==> config.mk <==
export PLATFORM = sky130hd
export DESIGN_NAME = rr_select_arbiter_flat
export DESIGN_NICKNAME = d
export VERILOG_FILES = /design/src/rtl/rr_select_arbiter_pkg.sv /design/src/rtl/rr_select_arbiter_if.sv /design/src/rtl/rr_select_arbiter_pick.sv /design/src/rtl/rr_select_arbiter.sv /design/src/flat_wrapper.sv
export SDC_FILE = /design/constraint.sdc
export NUM_CORES = 1
export LEC_CHECK = 0
export CAP_MARGIN = 15
export CORE_MARGIN = 3
export CORE_UTILIZATION = 45
export DETAILED_ROUTE_END_ITERATION = 7
export PLACE_DENSITY_LB_ADDON = 0.3
export SYNTH_ARGS = -nofsm -noshare
export SYNTH_HDL_FRONTEND = slang
export SYNTH_SLANG_ARGS = --single-unit
==> constraint.sdc <==
create_clock -name clk -period 1.9 [get_ports clk]
set_input_delay 0.19 -clock clk [delete_from_list [all_inputs] [get_ports clk]]
set_output_delay 0.19 -clock clk [all_outputs]
set_load 0.05 [all_outputs]
==> src/rtl/rr_select_arbiter_pkg.sv <==
// Shared types and constants for the round-robin select arbiter and its decoder stage.
package rr_select_arbiter_pkg;

   localparam int unsigned NUM_REQ = 4;
   localparam int unsigned SEL_W   = 2;

   typedef enum logic [1:0] {
      StIdle  = 2'd0,
      StGrant = 2'd1,
      StGap   = 2'd2
   } state_e;

endpackage

==> src/rtl/rr_select_arbiter_if.sv <==
// Request/grant bundle between requesters and the arbiter.
interface rr_select_arbiter_if;
   import rr_select_arbiter_pkg::*;

   logic [NUM_REQ-1:0] req;
   logic               done;
   logic [SEL_W-1:0]   sel;
   logic               sel_valid;
   logic               busy;
   logic               timeout;

   modport slave (
      input  req, done,
      output sel, sel_valid, busy, timeout
   );

   modport master (
      output req, done,
      input  sel, sel_valid, busy, timeout
   );

endinterface

==> src/rtl/rr_select_arbiter_pick.sv <==
// Combinational rotating-priority pick: first asserted request at or after ptr_i (mod 4).
module rr_pick4
   import rr_select_arbiter_pkg::*;
(
   input  logic [NUM_REQ-1:0] req_i,
   input  logic [SEL_W-1:0]   ptr_i,
   output logic [SEL_W-1:0]   winner_o,
   output logic               any_o
);

   logic [2*NUM_REQ-1:0] req_dbl;
   logic [NUM_REQ-1:0]   req_rot;
   logic [SEL_W-1:0]     offset;

   // Doubling the vector turns the mod-4 rotation into a plain slice.
   assign req_dbl = {req_i, req_i};
   assign req_rot = req_dbl[ptr_i +: NUM_REQ];

   always_comb begin
      offset = '0;
      for (int k = NUM_REQ - 1; k >= 0; k--) begin
         if (req_rot[k]) offset = SEL_W'(k);
      end
   end

   assign winner_o = ptr_i + offset;
   assign any_o    = |req_i;

endmodule

==> src/rtl/rr_select_arbiter.sv <==
// Four-way round-robin arbiter with hold-limit timeout and a dead cycle between grants.
module rr_select_arbiter
   import rr_select_arbiter_pkg::*;
#(
   parameter int unsigned MAX_HOLD = 16,
   parameter int unsigned CNT_W    = 8
) (
   input  logic                 clk,
   input  logic                 rst_n,
   rr_select_arbiter_if.slave   arb_io
);

   state_e             state_q, state_d;
   logic [SEL_W-1:0]   ptr_q, ptr_d;
   logic [SEL_W-1:0]   sel_q, sel_d;
   logic [CNT_W-1:0]   cnt_q, cnt_d;
   logic               sel_valid_q, sel_valid_d;
   logic               busy_q, busy_d;
   logic               timeout_q, timeout_d;

   logic [SEL_W-1:0]   winner;
   logic               any_req;
   logic               rel_normal;
   logic               hold_hit;

   rr_pick4 u_pick (
      .req_i    (arb_io.req),
      .ptr_i    (ptr_q),
      .winner_o (winner),
      .any_o    (any_req)
   );

   assign rel_normal = arb_io.done || !arb_io.req[sel_q];
   assign hold_hit   = (cnt_q == CNT_W'(MAX_HOLD - 1));

   always_comb begin
      state_d   = state_q;
      ptr_d     = ptr_q;
      sel_d     = sel_q;
      cnt_d     = cnt_q;
      timeout_d = 1'b0;
      case (state_q)
         StIdle: begin
            if (any_req) begin
               state_d = StGrant;
               sel_d   = winner;
               cnt_d   = '0;
            end
         end
         StGrant: begin
            cnt_d = cnt_q + 1'b1;
            if (rel_normal || hold_hit) begin
               state_d   = StGap;
               ptr_d     = sel_q + 2'd1;
               // Timeout flags only a forced release, never one the owner asked for.
               timeout_d = !rel_normal;
            end
         end
         StGap:   state_d = StIdle;
         default: state_d = StIdle;
      endcase
      sel_valid_d = (state_d == StGrant);
      busy_d      = (state_d == StGrant) || (state_d == StGap);
   end

   always_ff @(posedge clk or negedge rst_n) begin
      if (!rst_n) begin
         state_q     <= StIdle;
         ptr_q       <= '0;
         sel_q       <= '0;
         cnt_q       <= '0;
         sel_valid_q <= 1'b0;
         busy_q      <= 1'b0;
         timeout_q   <= 1'b0;
      end else begin
         state_q     <= state_d;
         ptr_q       <= ptr_d;
         sel_q       <= sel_d;
         cnt_q       <= cnt_d;
         sel_valid_q <= sel_valid_d;
         busy_q      <= busy_d;
         timeout_q   <= timeout_d;
      end
   end

   assign arb_io.sel       = sel_q;
   assign arb_io.sel_valid = sel_valid_q;
   assign arb_io.busy      = busy_q;
   assign arb_io.timeout   = timeout_q;

endmodule

==> src/flat_wrapper.sv <==
// flat-port wrapper written by rule: the top's interface ports become plain ports
module rr_select_arbiter_flat import rr_select_arbiter_pkg::*;
#(
   parameter int unsigned MAX_HOLD = 16,
   parameter int unsigned CNT_W    = 8
)
  (clk, rst_n, arb_io_req, arb_io_done, arb_io_sel, arb_io_sel_valid, arb_io_busy, arb_io_timeout);
  rr_select_arbiter_if arb_io_i ();
  input  logic clk;
  input  logic rst_n;
  input wire logic [$bits(arb_io_i.req)-1:0] arb_io_req;
  input wire logic [$bits(arb_io_i.done)-1:0] arb_io_done;
  output wire logic [$bits(arb_io_i.sel)-1:0] arb_io_sel;
  output wire logic [$bits(arb_io_i.sel_valid)-1:0] arb_io_sel_valid;
  output wire logic [$bits(arb_io_i.busy)-1:0] arb_io_busy;
  output wire logic [$bits(arb_io_i.timeout)-1:0] arb_io_timeout;
  assign arb_io_i.req = arb_io_req;
  assign arb_io_i.done = arb_io_done;
  assign arb_io_sel = arb_io_i.sel;
  assign arb_io_sel_valid = arb_io_i.sel_valid;
  assign arb_io_busy = arb_io_i.busy;
  assign arb_io_timeout = arb_io_i.timeout;
  rr_select_arbiter #(.MAX_HOLD(MAX_HOLD), .CNT_W(CNT_W)) u_core (.clk(clk), .rst_n(rst_n), .arb_io(arb_io_i));
endmodule
# After elaboration in Yosys (flattened, before gate mapping)
# Cells that the tools add are included.
# word_totals
n_memories	0
rom_bits	0
word_cells	41
output_inout_bits	5
latch_bits	0
input_bits	7
ram_bits	0
regBits	17
# op_classes
n_reduce_logical	11
n_mul	0
mux	13
bitwise	0
n_eq_ne	5
div_mod_pow	0
shifts	1
n_lt_le_gt_ge	1
add_sub_neg	3
# ops
op	count
case mux 8 bit (2 select lines)	1
2-to-1 mux 2 bit	6
adder 8 x 1 -> 8 bit (second input constant)	1
equality test 8 x 4 -> 1 bit (second input constant)	1
2-to-1 mux 8 bit	1
indexed part select 8 x 3 -> 4 bit	1
AND reduction 2 bit	3
equality test 2 x 1 -> 1 bit (second input constant)	2
case mux 2 bit (2 select lines)	1
OR reduction 4 bit	1
logical OR 1 bit	3
less-than comparator 2 x 3 -> 1 bit (second input constant)	1
2-to-1 mux 1 bit	3
adder 2 x 1 -> 2 bit (second input constant)	1
adder 2 bit	1
binary-select mux 1 bit (select 2 bit)	1
equality test 2 bit (second input constant)	1
logical NOT 1 bit	2
logical NOT 2 bit	1
inequality test 2 x 1 -> 1 bit (second input constant)	1
nonzero test 2 bit	1

# Longest topological paths before layout
# logic_depth
depth_word	9
depth_mapped	9
depth_no_buf	8

# Cells and area by module
# Synthesis repeated with hierarchy kept, for this count alone.
# hier_totals
cells_unflattened	85
hier_area_um2	942.2
# modules_own_cells
mod	cells_per_inst	n_inst	area_each_um2	seq_area_each_um2
rr_select_arbiter	63	1	780.7	425.4
rr_pick4	22	1	161.4	0.0

# Least setup slack after synthesis
# OpenSTA, ideal clock, no wires.
# synth_timing
path_kind	register to register
start	reg u_core.sel_q[1], in the netlist u_core.arb_io.sel[1]
end	reg u_core.busy_q, in the netlist u_core.arb_io.busy
arrival_ns	1.825
stages_incl_launch_ff	7
setup_slack_ns	-0.037
path_buffers	0
setup_time_ns	0.113
period_less_slack_ns	1.937
cell_sequence	dfrtp_1 > mux4_2 > nand2b_2 > o21a_1 > nor2_1 > ha_1 > inv_1
# synth_between
elab_chain_cells	9
# synth_rtl
element	line_no	source
start: declaration	rr_select_arbiter.sv:15	logic [SEL_W-1:0] sel_q, sel_d;
start signal: assignment	rr_select_arbiter.sv:78	sel_q <= sel_d;
binary-select mux 1 bit (select 2 bit) (*)	rr_select_arbiter.sv:33	assign rel_normal = arb_io.done || !arb_io.req[sel_q];
2-to-1 mux 1 bit (implied by the code) (*)	rr_select_arbiter.sv:33	
logical NOT 1 bit (*)	rr_select_arbiter.sv:33	
logical OR 1 bit (*)	rr_select_arbiter.sv:33	
logical OR 1 bit (*)	rr_select_arbiter.sv:52	if (rel_normal || hold_hit) begin
2-to-1 mux 2 bit (*)	rr_select_arbiter.sv:52	
case mux 2 bit (2 select lines) (*)	rr_select_arbiter.sv:42	case (state_q)
net u_core.state_d[0]	rr_select_arbiter.sv:13	state_e state_q, state_d;
equality test 2 x 1 -> 1 bit or equality test 2 bit (tied branches)	rr_select_arbiter.sv:63	busy_d = (state_d == StGrant) || (state_d == StGap);
logical OR 1 bit (*)	rr_select_arbiter.sv:63	
net u_core.busy_d	rr_select_arbiter.sv:18	logic busy_q, busy_d;
end signal: assignment	rr_select_arbiter.sv:81	busy_q <= busy_d;
end: declaration	rr_select_arbiter.sv:18	
# The timed path passes the listed nets; every way through them passes the cells marked *. The select of a mux whose other input is x is not followed.
# A chain may end at the register's enable or synchronous reset.

# Worst setup path in the final report
# layout_timing
start	in arb_io_req[0]
end	reg u_core.sel_q[1], in the netlist u_core.arb_io.sel[1]
# layout_between
elab_chain_cells	6
# layout_rtl
element	line_no	source
start: declaration	flat_wrapper.sv:11	input wire logic [$bits(arb_io_i.req)-1:0] arb_io_req;
indexed part select 8 x 3 -> 4 bit	rr_select_arbiter_pick.sv:17	assign req_rot = req_dbl[ptr_i +: NUM_REQ];
2-to-1 mux 2 bit (4 in a row)	rr_select_arbiter_pick.sv:22	if (req_rot[k]) offset = SEL_W'(k);
adder 2 bit	rr_select_arbiter_pick.sv:26	assign winner_o = ptr_i + offset;
# Parallel ways exist; a longest one is shown, timed or not.

==> reports/metrics.yaml <==
ys_types: 40
grt_max_degree: 12
path_class: "in -> reg"
hold_buffers: 0
path_cells: "clkdlybuf4s50_1 -> nor2b_1 -> a21oi_1 -> o21ai_0 -> o21a_1 -> ha_1 -> xor2_1 -> a31o_1 -> a31oi_1"
synth.top_cells.by_area: "dfrtp_1 (43%), mux2i_1 (4.1%), o21ai_1 (4.1%)"
p_per_area_nw_per_um2: 1460
max_freq_ghz: 0.573
vias: 797
synth-seq-cells: 17
grt_usage_pct: 16.7
layout.nets: 134
fin_tns_setup_ns: 0
synth-edff-count: 0
p_switching_w: 0.000777
async_flop_share_pct: 100
diodes: 0
rrSetupSlack_ns: 0.19
required_ns: 2.11
final_max_slew_viol_count: 0
reg2reg_depth: 6
p_int_w: 0.00103
yosys.area.top_type: "dfrtp_1"
clk_pin_slew_ns: 0.09
synth_common_cells: "dfrtp_1 (17), nand2_1 (9), o21ai_1 (8)"
setup_viol: 0
syn-instance-count: 98
cp_slowest_cell: "clkdlybuf4s50_1"
io_buffer_count: 11
cts_resized: 0
vdd_drop_max_mv: 1.12
worstSkewPairLatency_ns: 0.29
grt_antenna_before_repair: 0
die_height_um: 52.8
cts.path.max_buffers: 2
reg2reg_from: "u_core.cnt_q[4]"
pre_cts_ws_ns: -0.152
postCtsSetupRepairBufs: 0
fin_crit_ns: 1.75
overflow: 0
leakage_nw: 0.560
fin_ws_ns: 0.154
cts_tree: "done"
area_growth_pct: 24.8
die_x_um: 52.8
max_stage_delay_ns: 0.51
drcViolationCount: 0
cts.sinks: 17
netlist_area_um2: 987
crit_fanout: 7
cts_root_buffer: "clkbuf_4"
grt_pass1_vias: 805
start_util_pct: 48.8
power_frac_clock_pct: 10.2
ys_seq_area_share_pct: 43.1
yosysMostFrequentCell: "dfrtp_1"
min_period_over_period_pct: 91.9
core_area_um2: 2020
worstPathArrival_ns: 1.95
wl_um: 1860
crit_buf_inv: 1
crit_cells: 9
firstDrtPassIters: 4
rsz0062_at_grt: "no"
htreeDepth: 1
worst_pin_slew_ns: 0.496
drive_gt1_share_pct: 21.1
ios: 12
grt_pass1_wl_um: 3430
ant_nets: 0
dp_cells: 146
yosysWarnings: 0
drv_cap: 0
yosysTopAreaCellShare_pct: 43.1
outcome: "complete, no violations"
synth.net_count: 108
hold_violations: 0
cp-start-kind: "input port"
slew_headroom_pct: 66.8
fin_skew_ns: 0.00325
seqPwrFrac_pct: 35.0
crit_family: "compound AO/OA/AOI/OAI gates"
hpwl_um: 1470
holdCritPathClass: "in -> async"
comb_power_share_pct: 54.7
avgViaCountPerCell: 5.31
synth_area_per_cell_um2: 10.1
hold_ws_ns: 0.221
numCtsBuffers: 3
gp_congestion: 0.786
end_kind: "register"
synth_ff_type: "dfrtp_1"
fin_cells: 150
switching_share_pct: 43.1
reg2reg_to: "u_core.arb_io.busy"
wl_per_cell_um: 12.4
num_rows: 16
die_area_um2: 2790
drtIter0Drc: 5
==> placed cells by master, fill, tap and decap left out, types with 3 or more instances in the layout <==
master | synthesis | layout
nand2_1 | 9 | 9
nand3_1 | 3 | 3
a21oi_1 | 5 | 5
clkbuf_4 | 0 | 3
mux2i_1 | 4 | 4
dfrtp_1 | 17 | 16
nor2_1 | 5 | 5
ha_1 | 3 | 3
nor2b_1 | 4 | 4
buf_4 | 0 | 12
clkdlybuf4s50_1 | 0 | 11
inv_1 | 3 | 3
o21ai_1 | 8 | 8
==> logic make-up (layout without fill, tap and decap cells) <==
logic type | after synthesis | count (layout) | synth area share [%]
multiplexers | 6 | 6 | 7.86
AND/OR/NAND/NOR | 40 | 40 | 24.8
adder cells (fa/ha/maj) | 3 | 3 | 3.80
flip-flops | 17 | 17 | 43.1
buffers and inverters | 6 | 31 | 3.17
AO/OA/AOI/OAI | 24 | 24 | 15.5
XOR/XNOR | 2 | 2 | 1.77
==> metrics by stage <==
stage | instance area, um2 | total power [W] | util, %
finish | 1230 | 0.00180 | 61.0
global route | 1230 | 0.00196 | 61.0
CTS | 1230 | 0.00182 | 61.0
detailed placement | 1210 | 0.00163 | 59.7
global placement | 1210 | 0.00161 | 59.7
floorplan | 988 | 0.00129 | -
==> routing by layer <==
metal	track usage, %	wire, um	share of wire [%]
met1	22.5	948	51
met2	25.2	834	45
met3	4.56	77	4.1
met4	6.38	0	0
met5	0	0	0
==> registers in the layout, indices dropped and copies added (netlist names) <==
signal,cells
u_core.cnt_q,8
u_core.arb_io.sel,2
u_core.ptr_q,2
u_core.state_q,2
u_core.arb_io.busy,1
u_core.arb_io.sel_valid,1
u_core.arb_io.timeout,1
==> cell type report <==
cell class              count  area (um2)
repair buffers             23         200
clock buffers               4        26.3
well taps                  27        33.8
inverters                   4        15.0
multi-input cells          75         531
flip-flops and latches     17         427
fillers                   177         790
==> power groups by stage <==
stage	Combinational, W	Sequential [W]	Clock, W
after detailed placement	0.000994	0.000638	0
after global routing	0.00109	0.000655	0.000210
after floorplan	0.000552	0.000742	0
after global placement	0.000974	0.000634	0
after CTS	0.000995	0.000633	0.000193
final	0.000986	0.000631	0.000185
==> how the worst max path moves through the flow <==
stage	from	endpoint
global placement	arb_io_req[3]	u_core.arb_io.sel[1]
CTS	u_core.arb_io.sel[0]	arb_io_sel[0]
floorplan	u_core.arb_io.sel[1]	u_core.arb_io.busy
global route	arb_io_req[3]	u_core.arb_io.sel[1]
finish	arb_io_req[0]	u_core.arb_io.sel[1]
detailed placement	arb_io_req[3]	u_core.arb_io.sel[1]
Note: power is estimated with default switching activity, not from simulation.
